`config.mk`:
```
export PLATFORM = sky130hd
export DESIGN_NAME = ram_porta_scheduler
export DESIGN_NICKNAME = d
export VERILOG_FILES = /design/src/rtl/ram_porta_scheduler.sv
export SDC_FILE = /design/constraint.sdc
export NUM_CORES = 1
export LEC_CHECK = 0
export BUFFER_PORTS_ARGS = -buffer_cell sky130_fd_sc_hd__buf_2
export CAP_MARGIN = 5
export CORE_MARGIN = 2
export CORE_UTILIZATION = 46
export CTS_CLUSTER_DIAMETER = 30
export DETAILED_ROUTE_END_ITERATION = 7
export PLACE_DENSITY = 0.84
export SLEW_MARGIN = 10
export SYNTH_ARGS = -nofsm -noshare
export SYNTH_HDL_FRONTEND = slang
export SYNTH_SLANG_ARGS = --single-unit
```
`constraint.sdc`:
```
create_clock -name clk -period 2.5 [get_ports clk]
set_clock_uncertainty 0.1 [all_clocks]
set_input_delay 0 -clock clk [delete_from_list [all_inputs] [get_ports clk]]
set_output_delay 0 -clock clk [all_outputs]
set_load 0.005 [all_outputs]
```
`src/rtl/ram_porta_scheduler.sv`:
```
// ram_porta_scheduler: shares RAM port A between a 32-bit word writer (sel)
// and a byte-wide CPU port. The sel writer gets a 4-beat little-endian
// write burst; the CPU gets single byte reads or writes. Arbitration happens
// only in IDLE and alternates when both requesters are waiting.
module ram_porta_scheduler #(
  parameter int ADDR_W = 19,
  parameter int DATA_W = 8
) (
  input  logic              clk,
  input  logic              rst,
  // sel word-write requester
  input  logic              sel_req,
  input  logic [ADDR_W-1:0] sel_addr,
  input  logic [31:0]       sel_wdata,
  output logic              sel_ack,
  // cpu byte requester
  input  logic              cpu_req,
  input  logic              cpu_we,
  input  logic [ADDR_W-1:0] cpu_addr,
  input  logic [DATA_W-1:0] cpu_wdata,
  output logic              cpu_gnt,
  output logic              cpu_rvalid,
  output logic [DATA_W-1:0] cpu_rdata,
  // RAM port A
  output logic [ADDR_W-1:0] ram_address,
  output logic [DATA_W-1:0] ram_data,
  output logic              ram_wren,
  input  logic [DATA_W-1:0] ram_q,
  output logic              busy
);

  localparam logic [2:0] S_IDLE        = 3'd0;
  localparam logic [2:0] S_SEL_WR      = 3'd1;
  localparam logic [2:0] S_SEL_ACK     = 3'd2;
  localparam logic [2:0] S_CPU_ACC     = 3'd3;
  localparam logic [2:0] S_CPU_RD_WAIT = 3'd4;
  localparam logic [2:0] S_CPU_RD_CAP  = 3'd5;

  logic [2:0]        state_q,       state_d;
  logic [1:0]        cnt_q,         cnt_d;
  logic              last_sel_q,    last_sel_d;
  logic [ADDR_W-1:0] addr_lat_q,    addr_lat_d;
  logic [31:0]       word_q,        word_d;
  logic              sel_ack_q,     sel_ack_d;
  logic              cpu_gnt_q,     cpu_gnt_d;
  logic              cpu_rvalid_q,  cpu_rvalid_d;
  logic [DATA_W-1:0] cpu_rdata_q,   cpu_rdata_d;
  logic [ADDR_W-1:0] ram_address_q, ram_address_d;
  logic [DATA_W-1:0] ram_data_q,    ram_data_d;
  logic              ram_wren_q,    ram_wren_d;
  logic              busy_q,        busy_d;

  // Next-state and next-output logic; every output is computed one cycle
  // ahead so the port sees only registered values.
  always_comb begin
    state_d       = state_q;
    cnt_d         = cnt_q;
    last_sel_d    = last_sel_q;
    addr_lat_d    = addr_lat_q;
    word_d        = word_q;
    cpu_rdata_d   = cpu_rdata_q;
    ram_address_d = ram_address_q;
    ram_data_d    = ram_data_q;
    sel_ack_d     = 1'b0;
    cpu_gnt_d     = 1'b0;
    cpu_rvalid_d  = 1'b0;
    ram_wren_d    = 1'b0;

    case (state_q)
      S_IDLE: begin
        // sel wins when alone, or when both wait and cpu was served last
        if (sel_req && (!cpu_req || !last_sel_q)) begin
          state_d       = S_SEL_WR;
          cnt_d         = 2'd0;
          last_sel_d    = 1'b1;
          addr_lat_d    = sel_addr;
          word_d        = sel_wdata;
          ram_address_d = sel_addr;
          ram_data_d    = DATA_W'(sel_wdata[7:0]);
          ram_wren_d    = 1'b1;
        end else if (cpu_req) begin
          state_d       = S_CPU_ACC;
          last_sel_d    = 1'b0;
          ram_address_d = cpu_addr;
          ram_data_d    = cpu_wdata;
          ram_wren_d    = cpu_we;
          cpu_gnt_d     = 1'b1;
        end
      end

      S_SEL_WR: begin
        if (cnt_q == 2'd3) begin
          state_d   = S_SEL_ACK;
          sel_ack_d = 1'b1;
        end else begin
          // word_q[7:0] is always the byte currently on the port
          cnt_d         = cnt_q + 2'd1;
          word_d        = word_q >> 8;
          ram_address_d = addr_lat_q + ADDR_W'(cnt_q) + ADDR_W'(1);
          ram_data_d    = DATA_W'(word_d[7:0]);
          ram_wren_d    = 1'b1;
        end
      end

      S_SEL_ACK: begin
        state_d = S_IDLE;
        cnt_d   = 2'd0;
      end

      S_CPU_ACC: begin
        // ram_wren_q still holds the accepted access type (1 = write)
        state_d = ram_wren_q ? S_IDLE : S_CPU_RD_WAIT;
      end

      S_CPU_RD_WAIT: begin
        // address held one more cycle; RAM data is valid at this edge
        state_d      = S_CPU_RD_CAP;
        cpu_rdata_d  = ram_q;
        cpu_rvalid_d = 1'b1;
      end

      S_CPU_RD_CAP: begin
        state_d = S_IDLE;
      end

      default: begin
        state_d = S_IDLE;
      end
    endcase

    busy_d = (state_d != S_IDLE);
  end

  // State and output registers, cleared asynchronously by reset
  always_ff @(posedge clk or negedge rst) begin
    if (!rst) begin
      state_q       <= S_IDLE;
      cnt_q         <= 2'd0;
      last_sel_q    <= 1'b0;
      addr_lat_q    <= '0;
      word_q        <= '0;
      sel_ack_q     <= 1'b0;
      cpu_gnt_q     <= 1'b0;
      cpu_rvalid_q  <= 1'b0;
      cpu_rdata_q   <= '0;
      ram_address_q <= '0;
      ram_data_q    <= '0;
      ram_wren_q    <= 1'b0;
      busy_q        <= 1'b0;
    end else begin
      state_q       <= state_d;
      cnt_q         <= cnt_d;
      last_sel_q    <= last_sel_d;
      addr_lat_q    <= addr_lat_d;
      word_q        <= word_d;
      sel_ack_q     <= sel_ack_d;
      cpu_gnt_q     <= cpu_gnt_d;
      cpu_rvalid_q  <= cpu_rvalid_d;
      cpu_rdata_q   <= cpu_rdata_d;
      ram_address_q <= ram_address_d;
      ram_data_q    <= ram_data_d;
      ram_wren_q    <= ram_wren_d;
      busy_q        <= busy_d;
    end
  end

  assign sel_ack     = sel_ack_q;
  assign cpu_gnt     = cpu_gnt_q;
  assign cpu_rvalid  = cpu_rvalid_q;
  assign cpu_rdata   = cpu_rdata_q;
  assign ram_address = ram_address_q;
  assign ram_data    = ram_data_q;
  assign ram_wren    = ram_wren_q;
  assign busy        = busy_q;

endmodule

```
# [Word-level counts from Yosys, hierarchy flattened]
# Index checks and enable logic that the tools add are counted.
[op_classes] eq_ne=8 shift=0 bitwise=0 reduce_logical=14 magnitude_cmp=0 addsub=3 multipliers=0 mux=31 div=0
[ops] cell="32-bit two-way mux" count=2
[ops] cell="32-bit one-hot mux with 2 select lines" count=1
[ops] cell="19-bit two-way mux" count=3
[ops] cell="19-bit one-hot mux with 2 select lines" count=1
[ops] cell="8-bit two-way mux" count=3
[ops] cell="19-bit by 1-bit adder with 19-bit output (second input constant)" count=1
[ops] cell="19-bit by 2-bit adder with 19-bit output" count=1
[ops] cell="8-bit one-hot mux with 2 select lines" count=1
[ops] cell="3-bit two-way mux" count=4
[ops] cell="3-bit one-hot mux with 4 select lines" count=1
[ops] cell="1-bit two-way mux" count=11
[ops] cell="3-bit AND reduction" count=3
[ops] cell="3-bit by 2-bit equality test with 1-bit output (second input constant)" count=2
[ops] cell="2-bit one-hot mux with 3 select lines" count=1
[ops] cell="3-bit nonzero test" count=2
[ops] cell="2-bit two-way mux" count=2
[ops] cell="2-bit != test (second input constant)" count=2
[ops] cell="2-bit AND reduction" count=2
[ops] cell="2-bit nonzero test" count=2
[ops] cell="3-bit by 1-bit equality test with 1-bit output (second input constant)" count=1
[ops] cell="3-bit equality test (second input constant)" count=1
[ops] cell="3-bit logical NOT" count=1
[ops] cell="3-bit != test (second input constant)" count=1
[ops] cell="2-bit by 1-bit adder with 2-bit output (second input constant)" count=1
[ops] cell="5 further kinds" count=6
[totals] register_bits=97 mem_count=0 word_cells=69 romBits=0 mem_bits_rw=0 latchBits=0 output_inout_bits=40

# [Logic depth before layout (Yosys ltp)]
# Gate-level depths: netlist of the first run.
[depth] depth_word=6 mapped_depth=9 depth_no_buf=9

# [Least setup slack after synthesis of the first run]
# No wires, ideal clock.
[synth_timing] path_type="register -> register" from="register cnt_q[0]" to="register ram_address_q[14], in the netlist ram_address[14]" path_stages_with_launch=10 t_arrival_ns=1.759 synth_period_minus_slack_ns=1.997 t_required_ns=2.262 slack_ns=0.503 cell_sequence="dfrtp_1 inv_1 ha_1 inv_1 fa_1 nand4_1 nor4_2 nand3_1 xor2_1 o221ai_1"
[synth_between] elab_chain_len=4
[synth_lines] item="start, declared" line="40" text="logic [1:0] cnt_q, cnt_d;"
[synth_lines] item="start signal, assigned" line="152" text="cnt_q <= cnt_d;"
[synth_lines] item="19-bit by 2-bit adder with 19-bit output" line="99" text="ram_address_d = addr_lat_q + ADDR_W'(cnt_q) + ADDR_W'(1);"
[synth_lines] item="19-bit by 1-bit adder with 19-bit output" line="99"
[synth_lines] item="19-bit two-way mux" line="92" text="if (cnt_q == 2'd3) begin"
[synth_lines] item="19-bit one-hot mux with 2 select lines" line="69" text="case (state_q)"
[synth_lines] item="end signal, assigned" line="160" text="ram_address_q <= ram_address_d;"
[synth_lines] item="end, declared" line="48" text="logic [ADDR_W-1:0] ram_address_q, ram_address_d;"
# Several ways; a longest one is shown, not always the timed one. The select of a mux whose other input is x is not followed.
# A chain may end at the register's enable or synchronous reset.

# [Worst setup path in the final report of the first run]
[layout_timing] from="register cnt_q[0]" to="register ram_address_q[16], in the netlist ram_address[16]"
# The elaborated chain is that of the path after synthesis.

==> impl_metrics.csv, run 1 <==
group,metric,value,unit
status,outcome,"completed",
floorplanning,rows,35,
synth,async_reset_ff_share,100,%
final_layout,instances_no_fill,826,
grt,antenna_found_initial,0,
worst_hold_path,hp-class,"in -> reg",
floorplanning,die_h,103,um
placement,placed_cells,725,
clock_tree,path_clk_slew,90,ps
final_layout,layout.nets,787,
sta,hold_viol,0,
power,ir_drop,492,uV
worst_hold_path,holdCritStartpoint,"sel_wdata[5]",
placement,place_ws,196,ps
setup_path,critPathLaunchType,"flop",
grt,grt_pass1_vias,4431,
sta,relSlewSlack,60.7,%
setup_path,worstSetupPathType,"reg -> reg",
synth,synth_area,4470,um^2
synth,synth_flop_cell,"dfrtp_1",
power,power_frac_comb,49.9,%
power,p_sw_share,42.8,%
sta,grt_setup_unrepaired,"false",
detailed_routing,drcViolationCount,0,
synth,synthAdderAreaFrac,1.29,%
floorplanning,fp.dieW,103,um
detailed_routing,drtIter0Drc,239,
sta,finalCritPeriodShare,91.4,%
placement,post-dp-hpwl,8.20,mm
sta,setup_viol_count_final,0,
setup_path,startpoint,"cnt_q[0]$_DFFE_PN0P_",
detailed_routing,vias_per_cell,5.16,
detailed_routing,wirelength,12.6,mm
job,max_cap_viol_count,0,
sta,tightest_slew,589,ps
setup_path,rr_startpoint,"cnt_q[0]$_DFFE_PN0P_",
floorplanning,die-area,10500,um^2
synth,synth_cell_types,44,
clock_tree,cts_max_path_buffers,2,
clock_tree,htreeDepth,3,
placement,gp_congestion,0.879,
power,p_switching,2.98,mW
clock_tree,cts_buffers,9,
synth,synth.avg_cell_area,9.38,um^2
setup_path,arrival,2410,ps
synth,yosys.area_share.simple,20.6,%
synth,synthCells,477,
sta,fin_crit,2290,ps
detailed_routing,dr.pass1.iters,7,
grt,track_usage,24.4,%
synth,synth_top_family_by_area,"simple AND/OR/NAND/NOR gates",
synth,synth-seq-cells,89,
setup_path,crit_top_cell,"inv_1",
synth,synth.area.mux_share,9.20,%
setup_path,path_max_fanout,5,
setup_path,cp-end-kind,"flop",
power,internal-power,3.99,mW
power,pwr-share-clk,12.8,%
power,seq_power_share,37.3,%
final_layout,antenna_cells,0,
final_layout,finish.utilization,67.4,%
synth,synth_enable_flop_cells,0,
sta,layout_setup_ws,214,ps
synth,synthXorXnorAreaFrac,3.33,%
detailed_routing,ant_nets,0,
clock_tree,worstSkewPairLatency,360,ps
clock_tree,cts_resized,0,
power,p_per_area,1110,nW/um^2
final_layout,syn_to_final_growth,40.6,%
detailed_routing,wl_per_cell,15.2,um
setup_path,path_buf_inv,2,
clock_tree,cts.sinks,89,
setup_path,cp_slowest_cell,"nor4_2",
setup_path,cpPeakStageDelay,440,ps
grt,grt-ovfl-total,0,
final_layout,drive_gt1_share,25.7,%
floorplanning,io_pins,131,
final_layout,nFillCells,711,
floorplanning,start_util,48.0,%
synth,ys_seq_area_share,49.8,%
power,p_leak,3.10,nW
sta,fin_setup_tns,0,ps
grt,grt_pass1_wl,20.1,mm
final_layout,stdcell_area,6290,um^2
sta,max_freq,437,MHz
setup_path,worstPathCellList,"inv_1 > ha_1 > inv_1 > fa_1 > nand4_1 > nor4_2 > nand3_1 > xor2_1 > o221ai_1",
placement,placed_area,5270,um^2
sta,drv_slew,0,
grt,grt_max_degree,46,
synth,ys.warnings.count,0,
setup_path,critical_path_required,2620,ps
synth,synth_compound_area_share,11.8,%
floorplanning,core-area,9330,um^2
clock_tree,cts_root_buf,"clkbuf_8",
detailed_routing,num_vias,4260,
placement,portBuffers,130,
setup_path,crit_family,"simple AND/OR/NAND/NOR gates",
synth,synth_fp_nets,572,
clock_tree,cts_tree,"done",
## sequential cells by signal, summed over array words and instances (netlist names)
name         cells
ram_wren         1
ram_address     19
cpu_rdata        8
cpu_gnt          1
state_q          3
sel_ack          1
busy             1
addr_lat_q      19
word_q          24
ram_data         8
last_sel_q       1
cnt_q            2
cpu_rvalid       1
## cells in the mapped netlist, types with 2 or more instances
cell / number / area, um^2
o221ai_1: 10 / 87.6
nor2_1: 24 / 90.1
xor2_1: 7 / 61.3
a211oi_1: 2 / 15.0
and3_1: 5 / 31.3
buf_2: 8 / 40.0
buf_6: 5 / 56.3
nand3_1: 14 / 70.1
xnor2_1: 10 / 87.6
nor3_1: 3 / 15.0
clkbuf_1: 9 / 33.8
nand2_1: 151 / 567
nand4_1: 3 / 18.8
o21ai_1: 6 / 30.0
o21ai_0: 21 / 105
inv_1: 5 / 18.8
o31ai_1: 2 / 15.0
mux2i_1: 40 / 400
dfrtp_1: 89 / 2230
ha_1: 3 / 37.5
o21ai_2: 10 / 87.6
nand2b_1: 3 / 18.8
nor2b_1: 4 / 25.0
and2_1: 2 / 12.5
buf_4: 4 / 30.0
a21oi_1: 19 / 95.1
## power by group through the flow
stage          sequential, mW  combinational, mW  clock (mW)
6_report                 2.60               3.48       0.891
5_1_grt                  2.67               3.92       0.958
4_1_cts                  2.58               3.46       0.904
3_5_place_dp             2.61               3.33           0
3_3_place_gp             2.57               3.18           0
2_1_floorplan            2.50               2.39           0
## layer usage
metal	routed length, um	track usage, %	vias to the layer above
li1	-	-	2046
met1	5180	31.0	2012
met2	6330	41.8	170
met3	762	3.93	32
met4	306	9.85	0
met5	0	0	-
## cell type report
type	count	area [um^2]	area share [%]
sequential	89	2230	35.4
timing repair buffer	230	1640	26.1
clock buffer	11	131	2.09
tap	129	161	2.57
inverter	6	22.5	0.358
multi-input combinational	356	2060	32.8
clock inverter	5	41.3	0.656
## path summary, 6_finish.rpt
path,to,slack [ps],cells after the start
max,ram_address[16]$_DFFE_PN0P_,210,9
min,ram_data[5]$_DFFE_PN0P_,1,5
max reg2reg,ram_address[16]$_DFFE_PN0P_,210,9
min reg2reg,cpu_rdata[0]$_DFFE_PN0P_,380,2
max in group asynchronous,state_q[1]$_DFF_PN0_,1560,3
min in group asynchronous,word_q[30]$_DFFE_PN0P_,70,2
## layout by cell type (no fill, tap or decap), types with 3 or more instances in the layout
master,instances
nand3_1,14
o21ai_2,10
dlygate4sd3_1,85
o221ai_1,10
nand4_1,3
buf_4,14
buf_2,129
mux2i_1,40
nor3_1,3
ha_1,3
nand2_1,151
xor2_1,7
dfrtp_1,89
nand2b_1,3
inv_1,5
nor2b_1,4
clkbuf_8,9
xnor2_1,10
nor2_1,24
o21ai_0,21
o21ai_1,6
a21oi_1,19
and3_1,5
## through the flow
step | hold WS, ps | power [mW]
2_1_floorplan | -396 | 4.89
3_3_place_gp | -62.8 | 5.75
3_5_place_dp | -59.2 | 5.94
4_1_cts | 0.456 | 6.94
5_1_grt | 56.9 | 7.54
6_report | 1.28 | 6.96
## cell families (layout without fill, tap and decap cells)
kind of cell | Yosys count | count (layout)
XOR/XNOR | 17 | 17
AND/OR/NAND/NOR | 217 | 217
multiplexers | 41 | 41
adder cells (fa/ha/maj) | 4 | 4
buffers and inverters | 32 | 252
flip-flops | 89 | 89
AO/OA/AOI/OAI | 77 | 77
## worst reg2reg max path, delay by kind of cell, from the launching register on
kind,cells,cell delay (ps)
XOR/XNOR,1,170
buffers and inverters,2,140
adder cells (fa/ha/maj),2,440
flip-flops,1,410
AND/OR/NAND/NOR,3,760
AO/OA/AOI/OAI,1,140
## timing repair
action                    in CTS  in global routing
hold endpoints to repair     124                  0
hold buffers                  85                  0
setup buffers                  0                  0
Note: power is estimated with default switching activity, not from simulation.
==> run 2, diff against run 1 <==
Settings changed: ABC_AREA set to 1.
==> impl_metrics.csv, run 2 <==
group,metric,value,unit
status,outcome,"completed",
clock_tree,cts_buffers,9,
detailed_routing,drt-met1-wl,5.28,mm
worst_hold_path,hp-class,"in -> reg",
setup_path,worstSetupPathType,"reg -> reg",
setup_path,arrival,2340,ps
floorplanning,start_util,47.1,%
floorplanning,fp.dieW,104,um
placement,gp_congestion,0.896,
synth,synth_area_leader_cell,"dfrtp_1",
sta,relSlewSlack,36.7,%
sta,layout_setup_ws,300,ps
floorplanning,core-area,9680,um^2
power,ir_drop,882,uV
grt,grt_max_degree,70,
synth,synth_fp_nets,690,
detailed_routing,top_layer_used,"met4",
synth,async_reset_ff_share,100,%
sta,grt_setup_unrepaired,"false",
detailed_routing,drtIter0Drc,234,
final_layout,top_register,"word_q",
sta,drv_slew,0,
clock_tree,cts_root_buf,"clkbuf_8",
floorplanning,die-area,10700,um^2
detailed_routing,wl_met2,7.22,mm
final_layout,largest_reg_flops,24,
detailed_routing,drcViolationCount,0,
worst_hold_path,whs_path_depth,5,
placement,portBuffers,130,
final_layout,layout.cells.most_common_list,"nand2_1, buf_2, dfrtp_1, dlygate4sd3_1, nor2_1",
synth,synth_cell_types,29,
sta,tightest_slew,947,ps
power,p_per_area,1170,nW/um^2
sta,max_freq,454,MHz
clock_tree,post_cts_buffers,0,
sta,finalCritPeriodShare,88.0,%
synth,synth_top_area_share,48.8,%
grt,track_usage,26.2,%
synth,yosysMostFrequentCell,"nand2_1",
detailed_routing,wirelength,13.6,mm
setup_path,cp-end-kind,"flop",
sta,hold_viol,0,
detailed_routing,ant_nets,0,
job,max_cap_viol_count,0,
synth,synth_flop_cell,"dfrtp_1",
detailed_routing,routed-wl-met3,882,um
placement,place_ws,524,ps
setup_path,critPathLaunchType,"flop",
sta,fin_crit,2200,ps
setup_path,path_max_fanout,41,
synth,ys.warnings.count,0,
detailed_routing,dr.pass1.iters,7,
final_layout,syn_to_final_growth,39.5,%
grt,grt_pass1_vias,5060,
sta,setup_viol_count_final,0,
synth,synth.avg_cell_area,7.66,um^2
synth,synth_enable_flop_cells,0,
grt,antenna_found_initial,0,
floorplanning,die_h,104,um
detailed_routing,vias_per_cell,5.13,
final_layout,antenna_cells,0,
synth,netlist_top_cells_count,"nand2_1, dfrtp_1, nor2_1",
setup_path,critical_path_required,2640,ps
clock_tree,htreeDepth,3,
sta,fin_setup_tns,0,ps
grt,grt_pass1_wl,23.3,mm
final_layout,drive_gt1_share,21.1,%
synth,synth-seq-cells,89,
clock_tree,cts_tree,"done",
final_layout,mostFrequentLayoutCell,"nand2_1",
clock_tree,worstSkewPairLatency,360,ps
final_layout,layout.nets,896,
clock_tree,cts_max_path_buffers,2,
grt,grt-ovfl-total,0,
detailed_routing,num_vias,4821,
synth,synth_area,4560,um^2
synth,synthCells,595,
clock_tree,cts.sinks,89,
setup_path,worstRegToRegCells,7,
clock_tree,path_clk_slew,80,ps
placement,post-dp-hpwl,8.58,mm
power,p_leak,3.15,nW
floorplanning,io_pins,131,
detailed_routing,wl_per_cell,14.5,um
synth,ys_seq_area_share,48.8,%
floorplanning,rows,36,
synth,synthTopCellsByArea,"dfrtp_1, nand2_1, o21ai_0",
-- run 2: area by class of cell --
class                      count  area (um^2)
multi-input combinational    420         1940
inverter                      57          219
timing repair buffer         224         1590
sequential                    89         2230
clock inverter                 6         90.1
clock buffer                  10          128
tap                          133          166
fill                         781         3320
-- run 2: timing repair --
item                       4_1_cts  5_1_grt
gates resized for setup          0        1
setup endpoints to repair        0        1
hold endpoints to repair       170        0
hold buffers                    88        0
-- run 2: critical path, stage by stage, from the launching register on --
cell and delay, ps:
dfrtp_1 360, nand2_1 70, nand2_2 210, nor2_2 90
inv_2 160, nand2_4 250, a31o_2 290, dlygate4sd3_1 550
-- run 2: logic make-up after synthesis --
family,share of synthesized area (%)
buffers and inverters,8.83
adders and majority gates,1.26
AOI/OAI and AO/OA,14.2
DFF,48.8
xor gates and xnor gates,0.384
and+or+nand+nor,26.5
-- run 2: final timing paths --
check | from | to | slack, ps
setup / recovery | last_sel_q$_DFFE_PN0P_ | ram_wren$_DFF_PN0_ | 300
hold / removal | cpu_addr[17] | ram_address[17]$_DFFE_PN0P_ | 20
setup reg to reg | last_sel_q$_DFFE_PN0P_ | ram_wren$_DFF_PN0_ | 300
hold reg to reg | ram_data[0]$_DFFE_PN0P_ | ram_data[0]$_DFFE_PN0P_ | 390
max in group asynchronous | rst | ram_address[6]$_DFFE_PN0P_ | 920
min in group asynchronous | rst | addr_lat_q[18]$_DFFE_PN0P_ | 90
-- run 2: through the flow --
step	instance area [um^2]	util (%)	hold slack, ps	power (mW)	instances
after floorplan	4560	-	-396	5.12	595
after detailed placement	5260	54.3	-193	6.11	835
after global placement	5260	54.3	-192	5.93	835
final	6360	65.7	16.6	7.42	939
after CTS	6360	65.6	18.1	7.40	939
after global routing	6360	65.7	61.3	8.13	939
-- run 2: power by group --
| group | internal [mW] | switching (mW) |
|---|---|---|
| Clock | 0.567 | 0.517 |
| Combinational | 1.44 | 2.24 |
| Sequential | 2.17 | 0.474 |
-- run 2: metal layers --
layer | global-route usage, % | up-vias
li1 | - | 2322
met1 | 30.6 | 2280
met2 | 48.8 | 196
met3 | 5.66 | 23
met4 | 6.56 | 0
met5 | 0 | -
